===== config.mk =====
export PLATFORM = sky130hd
export DESIGN_NAME = traveler_cmd_decoder
export DESIGN_NICKNAME = d
export VERILOG_FILES = /design/src/rtl/traveler_cmd_decoder.sv
export SDC_FILE = /design/constraint.sdc
export NUM_CORES = 1
export LEC_CHECK = 0
export ABC_AREA = 1
export CAP_MARGIN = 25
export CORE_MARGIN = 2
export CORE_UTILIZATION = 33
export CTS_BUF_LIST = sky130_fd_sc_hd__clkbuf_16
export CTS_CLUSTER_DIAMETER = 200
export DETAILED_ROUTE_END_ITERATION = 8
export DONT_BUFFER_PORTS = 1
export PLACE_DENSITY_LB_ADDON = 0.12
export SLEW_MARGIN = 20
export SYNTH_ARGS = -nofsm -noshare
export SYNTH_HDL_FRONTEND = slang
export SYNTH_SLANG_ARGS = --single-unit

===== constraint.sdc =====
create_clock -name clk -period 2.4 [get_ports clk]
set_clock_uncertainty 0.2 [all_clocks]
set_input_delay 0.72 -clock clk [delete_from_list [all_inputs] [get_ports clk]]
set_output_delay 0.72 -clock clk [all_outputs]
set_load 0.01 [all_outputs]

===== src/rtl/traveler_cmd_decoder.sv =====
// traveler_cmd_decoder: debounces the traveler operation word and queues one opcode per press
//
// Ports:
//   clk        system clock, everything on posedge
//   rst_n      asynchronous active-low reset
//   data_in    [1:0] channel (2'b10 = operation), [6:2] one-hot op, [7] ignored
//   cmd_ready  consumer takes the head command this cycle
//   clr_err    clears bad_word and overflow on the next edge
//   cmd_valid  command FIFO non-empty
//   cmd_op     head opcode: 1 move, 2 throw, 3 interact, 4 get, 5 put
//   err_pulse  one-cycle pulse when a stable malformed word is seen while armed
//   bad_word   sticky malformed-word flag
//   overflow   sticky dropped-command flag
//   cmd_count  number of commands pushed, wraps at 256
module traveler_cmd_decoder #(
    parameter int STABLE_CYCLES = 16,
    parameter int DEPTH         = 4
) (
    input  logic       clk,
    input  logic       rst_n,
    input  logic [7:0] data_in,
    input  logic       cmd_ready,
    input  logic       clr_err,
    output logic       cmd_valid,
    output logic [2:0] cmd_op,
    output logic       err_pulse,
    output logic       bad_word,
    output logic       overflow,
    output logic [7:0] cmd_count
);
    localparam int SW = $clog2(STABLE_CYCLES + 1);
    localparam int AW = $clog2(DEPTH);
    localparam int CW = AW + 1;

    typedef enum logic {WAIT_RELEASE, ARMED} state_t;

    logic [7:0]    data_q;
    logic [SW-1:0] stab_q, stab_d;
    state_t        state_q;
    logic          err_pulse_q, bad_word_q, overflow_q;
    logic [7:0]    cmd_count_q;
    logic [2:0]    mem_q [DEPTH];
    logic [AW-1:0] wr_q, rd_q;
    logic [CW-1:0] cnt_q, cnt_d;
    logic          unused_bit7;

    logic [4:0] op;
    logic       stable, chan_ok, is_idle, is_onehot, act, push, pop, full, push_ok, drop;
    logic [2:0] opcode;

    assign unused_bit7 = data_q[7];

    // Restart at 1 when the incoming capture differs: that edge is the first sample of the new word.
    assign stable = stab_q == SW'(STABLE_CYCLES);
    assign stab_d = (data_in[6:0] != data_q[6:0]) ? SW'(1) : (stable ? stab_q : stab_q + SW'(1));

    assign op        = data_q[6:2];
    assign chan_ok   = data_q[1:0] == 2'b10;
    assign is_idle   = op == 5'd0;
    assign is_onehot = !is_idle && ((op & (op - 5'd1)) == 5'd0);
    assign opcode    = op[3] ? 3'd1 : op[4] ? 3'd2 : op[2] ? 3'd3 : op[0] ? 3'd4 : 3'd5;

    // Foreign-channel words never reach the FSM, so act already excludes them.
    assign act     = state_q == ARMED && stable && chan_ok;
    assign push    = act && is_onehot;
    assign pop     = cmd_valid && cmd_ready;
    assign full    = cnt_q == CW'(DEPTH);
    assign push_ok = push && (!full || pop);
    assign drop    = push && full && !pop;
    assign cnt_d   = cnt_q + CW'(push_ok) - CW'(pop);

    always_ff @(posedge clk or negedge rst_n) begin
        if (!rst_n) begin
            data_q <= '0;
            stab_q <= '0;
        end else begin
            data_q <= data_in;
            stab_q <= stab_d;
        end
    end

    always_ff @(posedge clk or negedge rst_n) begin
        if (!rst_n) begin
            state_q     <= WAIT_RELEASE;
            err_pulse_q <= 1'b0;
            bad_word_q  <= 1'b0;
            overflow_q  <= 1'b0;
            cmd_count_q <= '0;
        end else begin
            err_pulse_q <= act && !is_idle && !is_onehot && state_q == ARMED;
            bad_word_q  <= (bad_word_q && !clr_err) || (act && !is_idle && !is_onehot);
            overflow_q  <= (overflow_q && !clr_err) || drop;
            cmd_count_q <= cmd_count_q + 8'(push_ok);
            case (state_q)
                WAIT_RELEASE: if (stable && chan_ok && is_idle) state_q <= ARMED;
                ARMED:        if (act && !is_idle) state_q <= WAIT_RELEASE;
                default:      state_q <= WAIT_RELEASE;
            endcase
        end
    end

    always_ff @(posedge clk or negedge rst_n) begin
        if (!rst_n) begin
            wr_q  <= '0;
            rd_q  <= '0;
            cnt_q <= '0;
        end else begin
            wr_q  <= push_ok ? wr_q + AW'(1) : wr_q;
            rd_q  <= pop ? rd_q + AW'(1) : rd_q;
            cnt_q <= cnt_d;
        end
    end

    // When full with a simultaneous pop, wr_q == rd_q: the head is read before the edge overwrites it.
    always_ff @(posedge clk) begin
        if (push_ok) mem_q[wr_q] <= opcode;
    end

    assign cmd_valid = cnt_q != '0;
    assign cmd_op    = cmd_valid ? mem_q[rd_q] : 3'd0;
    assign err_pulse = err_pulse_q;
    assign bad_word  = bad_word_q;
    assign overflow  = overflow_q;
    assign cmd_count = cmd_count_q;
endmodule

==> results of run 1 <==
==> area by class of cell <==
cell class	instances	area [sq um]
fill	616	3669
sequential	43	1137
multi-input combinational	134	898.4
timing repair buffer	27	215.2
clock buffer	5	125.1
inverter	33	125.1
tap	77	96.34
clock inverter	3	11.26
==> repair_timing <==
action | in CTS | in global routing
setup endpoints to repair | 2 | 7
buffers inserted | 8 | 3
gates resized for setup | 6 | 10
hold buffers | 1 | 0
hold endpoints to repair | 31 | 0
pin swaps | 4 | 9
==> cells in the mapped netlist <==
master | instances | area (sq um)
or2_1 | 1 | 6.260
xor2_1 | 10 | 87.58
nand4_4 | 1 | 21.27
nor2_1 | 29 | 108.9
mux2i_1 | 1 | 10.01
nand2_1 | 31 | 116.4
xnor2_1 | 7 | 61.31
o21ai_1 | 1 | 5.000
a21oi_1 | 6 | 30.03
nor2_4 | 5 | 56.30
nor3_1 | 4 | 20.02
nand3_2 | 3 | 30.03
nand2_2 | 3 | 18.77
nor4_1 | 1 | 6.260
edfxtp_1 | 12 | 360.4
fa_1 | 1 | 20.02
clkinv_2 | 1 | 5.000
ha_1 | 9 | 112.6
inv_1 | 31 | 116.4
nor2_2 | 2 | 12.51
nor3_4 | 1 | 16.27
o21ai_0 | 9 | 45.04
nand3_1 | 4 | 20.02
or2_2 | 1 | 6.260
nand4_1 | 2 | 12.51
nor3_2 | 1 | 10.01
inv_2 | 1 | 3.750
dfrtp_1 | 31 | 775.7
buf_2 | 1 | 5.000
nand2_4 | 1 | 11.26
==> final timing paths <==
check	endpoint	slack [ns]	cells after the start
worst max-delay path	cnt_q[1]$_DFF_PN0_	0.03	13
worst min-delay path	state_q$_DFF_PN0_	0.06	1
worst max register to register	cnt_q[1]$_DFF_PN0_	0.03	13
worst min register to register	cnt_q[0]$_DFF_PN0_	0.35	1
max in group asynchronous	data_q[4]$_DFF_PN0_	1.75	1
min in group clk	data_q[4]$_DFF_PN0_	0.26	0
==> registers in the layout (all words and copies together), names as in the netlist <==
register	count
cmd_count	8
rd_q	2
cnt_q	3
wr_q	2
err_pulse	1
mem_q	12
bad_word	1
overflow	1
stab_q	5
data_q	7
state_q	1
==> stage by stage <==
stage	instances	setup TNS (ns)	util [%]	instance area, sq um
2_1_floorplan	211	0	-	2111
3_3_place_gp	303	-0.05602	36.99	2322
3_5_place_dp	303	-0.1147	36.99	2322
6_report	322	0	41.56	2609
4_1_cts	320	-0.001381	40.90	2567
5_1_grt	322	-0.1176	41.56	2609
==> kinds of logic after synthesis <==
group | after synthesis | share of synthesized area [%]
AOI/OAI and AO/OA | 16 | 3.793
xor gates and xnor gates | 17 | 7.054
adders and majority gates | 10 | 6.283
buffers and inverters | 34 | 6.164
DFF | 43 | 53.82
muxes | 1 | 0.4742
and+or+nand+nor | 90 | 22.41
==> routing by layer <==
| metal | vias up | routed length [um] | global-route usage (%) |
|---|---|---|---|
| li1 | 728 | - | - |
| met1 | 641 | 1773 | 15.84 |
| met2 | 20 | 1821 | 19.93 |
| met3 | 7 | 146 | 3.759 |
| met4 | 0 | 72 | 5.279 |
| met5 | - | 0 | 0 |
==> where the power goes <==
part / internal, W / switching, W
Clock: 0.000374 / 0.000260
Sequential: 0.000808 / 0.0000712
Combinational: 0.000178 / 0.000219
Total: 0.00136 / 0.000551
==> worst register-to-register path, stage by stage (launching register included) <==
cell	delay, ns
dfrtp_1	0.38
inv_2	0.08
ha_4	0.13
nand2_2	0.05
inv_2	0.05
nand4_1	0.15
nor2_4	0.18
nand2_4	0.07
ha_4	0.21
inv_2	0.06
ha_4	0.12
inv_2	0.03
fa_2	0.52
inv_1	0.04
==> run summary, run 1 <==
Largest net degree at the start of global routing = 32
Clock transition at path regs = 0.06 ns
Mean Syn Cell Area = 10.00 sq um
Number of CTS-inserted buffers = 5
RSZ-0062 raised after global routing = yes
Worst-Skew Late Latency = 0.28 ns
Buf/Inv on CP = 5
Cell mode on critical path = inv_2
Core area = 6277 sq um
MaxCap Viol Count = 0
Max Slew Vio Count = 0
Hold Crit Class = in -> async
Initial DRC Count = 46
Setup CP Type = reg -> reg
Avg WL per Cell = 11.84 um
Final RePlAce weighted congestion = 0.7069
Die span in y = 83.98 um
DP Wirelength = 2.800 mm
Fmax = 422.8 MHz
# DRC = 0
Synth unique cells = 30
Pre-antenna DRT Iters = 3
Hold slack = 0.05801 ns
Critical Path Max Stage Delay = 0.52 ns
Max clock buf depth = 2
Net count of the mapped netlist = 233
Status = complete, no violations
Fin. Hold Viols = 0
Pwr dens = 732.4 nW/um^2
Worst path cell trace = inv_2, ha_4, nand2_2, inv_2, nand4_1, nor2_4, nand2_4, ha_4, inv_2, ha_4, inv_2, fa_2, inv_1
CP endpoint kind = flip-flop
Synth warnings = 0
Place WS = -0.05929 ns
Num rows = 29
CP max stage cell = fa_2
Root Driver = clkbuf_16
First-pass GRT wire length = 6.934 mm
Crit Path Max Fanout = 2
CP required = 2.38 ns
Worst r2r src = stab_q[1]$_DFFE_PN0P_
Level count of the clock H-tree = 2
Port bufs = 0
Antenna violations before repair = 0
CTS tree = yes
Mapped Cells = 211
P&R area growth vs syn = 23.59%
Io pins = 27
N_diodes = 0
DRT antenna net count = 0
Vias per cell = 4.335
Leak = 1.188 nW
Via count = 1,396
Effective utilization at floorplan = 33.63%
Gr ovfl total = 0
Crit path DAT = 2.34 ns
Nets = 266
Total track usage = 12.52%
Kind of cell adding the most delay to the critical path = adder cells
Crit share post-route = 98.56%
Final setup violation count = 0
Die ar. = 7052 sq um
Clock sinks = 43
Final worst path period need = 2.365 ns
Die Wd = 83.98 um
Slew @ Worst Pin = 0.4657 ns
Final wirelength = 3.814 mm
Most frequent cells in the layout = 30 x nand2_1, 30 x dfrtp_1, 29 x nor2_1, 26 x buf_4, 25 x inv_1
Share of cells above drive strength 1 = 26.94%
Max VDD drop = 0.3451 mV
Power consumption = 0.001911 W
Crit start category = flip-flop
Crit path from = stab_q[1]$_DFFE_PN0P_
PnR worst setup slack = 0.03461 ns
Sequential fraction of the synthesis area = 53.82%
Max_slew headroom = 68.71%
Synthesized area = 2111 sq um
#FFs+latches synth = 43
Vias in the first global route = 1,465
No activity file was read; power rests on OpenSTA's default activity.
==> run 2: changes to the inputs <==
--- a/config.mk
+++ b/config.mk
@@ -13,6 +13,8 @@
 export CTS_CLUSTER_DIAMETER = 200
 export DETAILED_ROUTE_END_ITERATION = 8
 export DONT_BUFFER_PORTS = 1
+export HOLD_SLACK_MARGIN = 0.1
+export MAX_ROUTING_LAYER = met4
 export PLACE_DENSITY_LB_ADDON = 0.12
 export SLEW_MARGIN = 20
 export SYNTH_ARGS = -nofsm -noshare
==> run 2 against run 1 <==
Worst hold slack improved by 0.20 ns. Via count up 0.79%. Cell count is 0.31% higher. Final area up 0.38%. Largest cell class unchanged. Highest routed layer unchanged. Sequential share of layout area is 0.17 points lower. Critical path depth did not move.
==> run summary, run 2 (same netlist as run 1, synthesis figures left out) <==
Max VDD drop = 0.3450 mV (was 0.3451 mV)
Initial DRC Count = 53 (was 46)
Switching share of power = 28.84% (was 28.82%)
Clk pwr share = 33.2% (about the same)
Filler cell count = 616 (unchanged)
Level count of the clock H-tree = 2 (unchanged)
Crit Path Max Fanout = 2 (unchanged)
Hold Crit Class = in -> reg (was in -> async)
Fmax = 422.2 MHz (was 422.8 MHz)
Reg-to-reg endpoint = cnt_q[1]$_DFF_PN0_ (unchanged)
Power consumption = 0.001912 W (was 0.001911 W)
Setup CP Type = reg -> reg (unchanged)
Share of cells above drive strength 1 = 26.83% (was 26.94%)
Effective utilization at floorplan = 33.63% (unchanged)
Clock transition at path regs = 0.06 ns (about the same)
Place WS = -0.05929 ns (unchanged)
Final RePlAce weighted congestion = 0.7148 (was 0.7069)
Status = complete, no violations (unchanged)
Max reg flops = 12 (unchanged)
P_sw = 0.0005515 W (was 0.0005506 W)
Max_slew headroom = 68.73% (was 68.71%)
Number of CTS-inserted buffers = 5 (unchanged)
Vias per cell = 4.356 (was 4.335)
CP endpoint kind = flip-flop (unchanged)
Max clock buf depth = 2 (unchanged)
Avg WL per Cell = 11.79 um (was 11.84 um)
Nets = 267 (was 266)
Final worst path period need = 2.368 ns (was 2.365 ns)
Crit share post-route = 98.68% (was 98.56%)
CP required = 2.38 ns (about the same)
DRT antenna net count = 0 (unchanged)
Total track usage = 12.87% (was 12.52%)
Antenna violations before repair = 0 (unchanged)
Die span in y = 83.98 um (unchanged)
Die Wd = 83.98 um (unchanged)
Hold Path Sink = data_q[4]$_DFF_PN0_
Final wirelength = 3.809 mm (was 3.814 mm)
Power share of the sequential group = 46.0% (about the same)
N_diodes = 0 (unchanged)
Worst-Skew Late Latency = 0.28 ns (about the same)
Hold path start = data_in[4]
Pre-antenna DRT Iters = 3 (unchanged)
Post-place instance area = 2322 sq um (unchanged)
Largest net degree at the start of global routing = 32 (unchanged)
PnR worst setup slack = 0.03172 ns (was 0.03461 ns)
Reg with most FFs = mem_q (unchanged)
Crit path from = stab_q[1]$_DFFE_PN0P_ (unchanged)
Fin. Hold Viols = 0 (unchanged)
First-pass GRT wire length = 6.927 mm (was 6.934 mm)
Most frequent cells in the layout = 30 x nand2_1, 30 x dfrtp_1, 29 x nor2_1, 26 x buf_4, 25 x inv_1 (unchanged)
RSZ-0062 raised after global routing = yes (unchanged)
Crit start category = flip-flop (unchanged)
Die ar. = 7052 sq um (unchanged)
Clock sinks = 43 (unchanged)
Slew @ Worst Pin = 0.4654 ns (was 0.4657 ns)
# DRC = 0 (unchanged)
Io pins = 27 (unchanged)
R2r worst-path depth = 13 (unchanged)
Crit path DAT = 2.35 ns (was 2.34 ns)
Root Driver = clkbuf_16 (unchanged)
DP Wirelength = 2.800 mm (unchanged)
Leak = 1.192 nW (was 1.188 nW)
Post-route cell area = 2619 sq um (was 2609 sq um)
Num rows = 29 (unchanged)
Worst r2r src = stab_q[1]$_DFFE_PN0P_ (unchanged)
Pint = 0.001361 W (was 0.001360 W)
Core area = 6277 sq um (unchanged)
Pwr dens = 730.3 nW/um^2 (was 732.4 nW/um^2)
Logic pwr share = 20.8% (about the same)
Hold path depth = 0
P&R area growth vs syn = 24.07% (was 23.59%)
Max Slew Vio Count = 0 (unchanged)
Via count = 1,407 (was 1,396)
MaxCap Viol Count = 0 (unchanged)
Gr ovfl total = 0 (unchanged)
Port bufs = 0 (unchanged)
R2R setup slack = 0.03 ns (about the same)
Setup TNS = 0 ns (unchanged)
Vias in the first global route = 1,483 (was 1,465)
CTS tree = yes (unchanged)
Final setup violation count = 0 (unchanged)
-- run 2: cell types whose count changed in the layout (fill, tap and decap cells not counted) --
cell           change
dlygate4sd3_1      +1
-- run 2: power groups by stage --
stage	clock [W]	sequential (W)	combinational, W
6_report	0.000635	0.000880	0.000398
5_1_grt	0.000689	0.000893	0.000467
4_1_cts	0.000659	0.000877	0.000387
3_5_place_dp	0	0.000891	0.000356
3_3_place_gp	0	0.000890	0.000352
2_1_floorplan	0	0.000859	0.000295
-- run 2: timing repair --
action                                  in CTS  in global routing
gates resized for setup                      6                 10
hold buffers                                 2                  0
buffers inserted                             8                  3
pin swaps                                    4                  9
endpoints found under the setup margin       2                  7
endpoints found under the hold margin       31                  0
-- run 2: through the flow --
stage | utilization [%] | hold slack [ns] | instances
after detailed placement | 36.99 | 0.2256 | 303
final | 41.72 | 0.2627 | 323
after floorplan | - | 0.2244 | 211
after global placement | 36.99 | 0.2252 | 303
after global routing | 41.72 | 0.2473 | 323
after CTS | 41.06 | 0.2542 | 321
-- run 2: worst max-delay path by stage --
stage	end	slack (ns)	cells after the start
6_report	cnt_q[1]$_DFF_PN0_	0.03	13
5_1_grt	cnt_q[1]$_DFF_PN0_	-0.09	13
4_1_cts	cnt_q[2]$_DFF_PN0_	-0.001	13
3_5_place_dp	cnt_q[2]$_DFF_PN0_	-0.06	13
3_3_place_gp	cnt_q[2]$_DFF_PN0_	-0.03	13
2_1_floorplan	cnt_q[2]$_DFF_PN0_	0.003	11
-- run 2: layout make-up --
class	count	area, sq um	share of cell area (%)
Timing Repair Buffer	28	225.2	8.600
Tap cell	77	96.34	3.679
Sequential cell	43	1137	43.43
Multi-Input combinational cell	134	898.4	34.30
Clock buffer	5	125.1	4.778
Clock inverter	3	11.26	0.4300
Inverter	33	125.1	4.778
-- run 2: layer usage --
metal	vias to the layer above	track usage [%]	routed length (um)
met5	-	-	0
met1	649	15.84	1785
li1	731	-	-
met4	0	5.279	72
met3	7	3.462	140
met2	20	20.15	1810
-- run 2: worst max-delay path, stage by stage, from the launching register on --
cell	delay, ns
dfrtp_1	0.38
inv_2	0.08
ha_4	0.13
nand2_2	0.05
inv_2	0.05
nand4_1	0.15
nor2_4	0.18
nand2_4	0.07
ha_4	0.21
inv_2	0.06
ha_4	0.12
inv_2	0.03
fa_2	0.52
inv_1	0.04
==> run 3: changes to the inputs <==
--- a/config.mk
+++ b/config.mk
@@ -11,11 +11,11 @@
 export CORE_UTILIZATION = 33
 export CTS_BUF_LIST = sky130_fd_sc_hd__clkbuf_16
 export CTS_CLUSTER_DIAMETER = 200
+export CTS_CLUSTER_SIZE = 8
 export DETAILED_ROUTE_END_ITERATION = 8
-export DONT_BUFFER_PORTS = 1
 export HOLD_SLACK_MARGIN = 0.1
 export MAX_ROUTING_LAYER = met4
-export PLACE_DENSITY_LB_ADDON = 0.12
+export PLACE_DENSITY = 0.5
 export SLEW_MARGIN = 20
 export SYNTH_ARGS = -nofsm -noshare
 export SYNTH_HDL_FRONTEND = slang
==> run 3 against run 2 <==
Register-to-register slack is essentially flat. Sequential power shrank 1%. Critical path depth is the same. Critical path type unchanged. Critical endpoint unchanged.
==> run summary, run 3 (same netlist as run 1, synthesis figures left out) <==
Status = complete, no violations (unchanged)
Slew @ Worst Pin = 0.3973 ns (was 0.4654 ns)
Num rows = 29 (unchanged)
Vias per cell = 4.339 (was 4.356)
Fmax = 424.2 MHz (was 422.2 MHz)
P_sw = 0.0005894 W (was 0.0005515 W)
Die ar. = 7052 sq um (unchanged)
Place WS = -0.4139 ns (was -0.05929 ns)
Clock sinks = 43 (unchanged)
Switching share of power = 26.12% (was 28.84%)
Port bufs = 25 (was 0)
RSZ-0062 raised after global routing = yes (unchanged)
Setup CP Type = reg -> reg (unchanged)
Worst-Skew Late Latency = 0.28 ns (about the same)
Final RePlAce weighted congestion = 0.7297 (was 0.7148)
Max Slew Vio Count = 0 (unchanged)
Crit share post-route = 98.23% (was 98.68%)
Core area = 6277 sq um (unchanged)
Gr ovfl total = 0 (unchanged)
Avg WL per Cell = 11.01 um (was 11.79 um)
Largest net degree at the start of global routing = 32 (unchanged)
First-pass GRT wire length = 7.079 mm (was 6.927 mm)
P&R area growth vs syn = 39.30% (was 24.07%)
Number of CTS-inserted buffers = 5 (unchanged)
Post-Layout Cell Count = 351 (was 323)
CP required = 2.38 ns (about the same)
Root Driver = clkbuf_16 (unchanged)
Max VDD drop = 0.3603 mV (was 0.3450 mV)
Hold slack = 0.2978 ns (was 0.2627 ns)
Via count = 1,523 (was 1,407)
Leak = 1.318 nW (was 1.192 nW)
Clock transition at path regs = 0.06 ns (about the same)
Hold Crit Class = reg -> reg (was in -> reg)
Nets = 295 (was 267)
Die Wd = 83.98 um (unchanged)
Reg with most FFs = mem_q (unchanged)
Post-place instance area = 2618 sq um (was 2322 sq um)
DP Wirelength = 2.795 mm (was 2.800 mm)
Crit start category = flip-flop (unchanged)
Max reg flops = 12 (unchanged)
Final worst path period need = 2.358 ns (was 2.368 ns)
Pre-antenna DRT Iters = 4 (was 3)
Commonest non-fill, non-tap cell in the layout = buf_4
Final setup violation count = 0 (unchanged)
Crit Path Max Fanout = 2 (unchanged)
N_diodes = 0 (unchanged)
Level count of the clock H-tree = 2 (unchanged)
Effective utilization at floorplan = 33.63% (unchanged)
Power share of the sequential group = 38.6% (was 46.0%)
Fin. Hold Viols = 0 (unchanged)
Initial DRC Count = 62 (was 53)
Final wirelength = 3.864 mm (was 3.809 mm)
Vias in the first global route = 1,609 (was 1,483)
Logic pwr share = 22.5% (was 20.8%)
CTS tree = yes (unchanged)
Share of cells above drive strength 1 = 29.20% (was 26.83%)
CTS Hold Bufs = 0 (was 2)
Pint = 0.001667 W (was 0.001361 W)
Antenna violations before repair = 0 (unchanged)
Pwr dens = 767.4 nW/um^2 (was 730.3 nW/um^2)
Max_slew headroom = 73.31% (was 68.73%)
CP endpoint kind = flip-flop (unchanged)
Total track usage = 12.76% (was 12.87%)
MaxCap Viol Count = 0 (unchanged)
Post-route cell area = 2940 sq um (was 2619 sq um)
Io pins = 27 (unchanged)
Cell total after placement = 334 (was 303)
Most frequent cells in the layout = 31 x buf_4, 29 x nor2_1, 29 x nand2_1, 29 x dfrtp_1, 24 x inv_1 (was 30 x nand2_1, 30 x dfrtp_1, 29 x nor2_1, 26 x buf_4, 25 x inv_1)
# DRC = 0 (unchanged)
Setup TNS = 0 ns (unchanged)
PnR worst setup slack = 0.04248 ns (was 0.03172 ns)
Crit path DAT = 2.34 ns (was 2.35 ns)
Max clock buf depth = 2 (unchanged)
Die span in y = 83.98 um (unchanged)
Clk pwr share = 38.9% (was 33.2%)
DRT antenna net count = 0 (unchanged)
-- run 3: routing by layer --
| metal | vias up | GRT usage [%] | wire [um] |
|---|---|---|---|
| li1 | 785 | - | - |
| met1 | 712 | 15.81 | 1842 |
| met2 | 22 | 20.36 | 1844 |
| met3 | 4 | 2.671 | 119 |
| met4 | 0 | 5.279 | 57 |
| met5 | - | - | 0 |
-- run 3: what timing repair did --
action                                  CTS  global route
gates resized for setup                  16            18
endpoints found under the setup margin    6             8
pin swaps                                 4             9
endpoints found under the hold margin     0             0
buffers inserted                          7             2
-- run 3: final cells by class --
cell class	instances	area, sq um
Tap cell	77	96.34
Clock inverter	3	67.56
Multi-Input combinational cell	134	919.6
Fill cell	604	3337
Sequential cell	43	1139
Timing Repair Buffer	56	466.7
Inverter	33	126.4
Clock buffer	5	125.1
-- run 3: stage by stage --
stage / power [W] / util, %
finish: 0.002256 / 46.84
global route: 0.002392 / 46.84
CTS: 0.002271 / 45.88
detailed placement: 0.001373 / 41.70
global placement: 0.001366 / 41.70
floorplan: 0.001154 / -
-- run 3: worst paths after layout --
kind | from | to | slack [ns] | cells after the start
worst min register to register | cmd_count[6]$_DFF_PN0_ | cmd_count[6]$_DFF_PN0_ | 0.30 | 1
worst max-delay path | stab_q[1]$_DFFE_PN0P_ | cnt_q[1]$_DFF_PN0_ | 0.04 | 13
max in group asynchronous | rst_n | rd_q[0]$_DFFE_PN0P_ | 1.05 | 2
worst max register to register | stab_q[1]$_DFFE_PN0P_ | cnt_q[1]$_DFF_PN0_ | 0.04 | 13
min in group asynchronous | rst_n | stab_q[2]$_DFFE_PN0P_ | 0.64 | 2
worst min-delay path | cmd_count[6]$_DFF_PN0_ | cmd_count[6]$_DFF_PN0_ | 0.30 | 1
-- run 3: power groups by stage --
stage               Sequential [W]  Combinational [W]  Clock [W]
global placement          0.000882           0.000484          0
detailed placement        0.000882           0.000491          0
CTS                       0.000874           0.000490   0.000907
floorplan                 0.000859           0.000295          0
finish                    0.000871           0.000508   0.000878
global route              0.000880           0.000583   0.000929
-- run 3: worst max-delay path, stage by stage, from the launching register on --
cell	delay, ns
dfrtp_1	0.37
inv_1	0.10
ha_4	0.14
nand2_2	0.05
inv_2	0.05
nand4_1	0.15
nor2_4	0.18
nand2_4	0.07
ha_4	0.21
inv_2	0.06
ha_4	0.11
inv_2	0.03
fa_2	0.50
inv_1	0.03
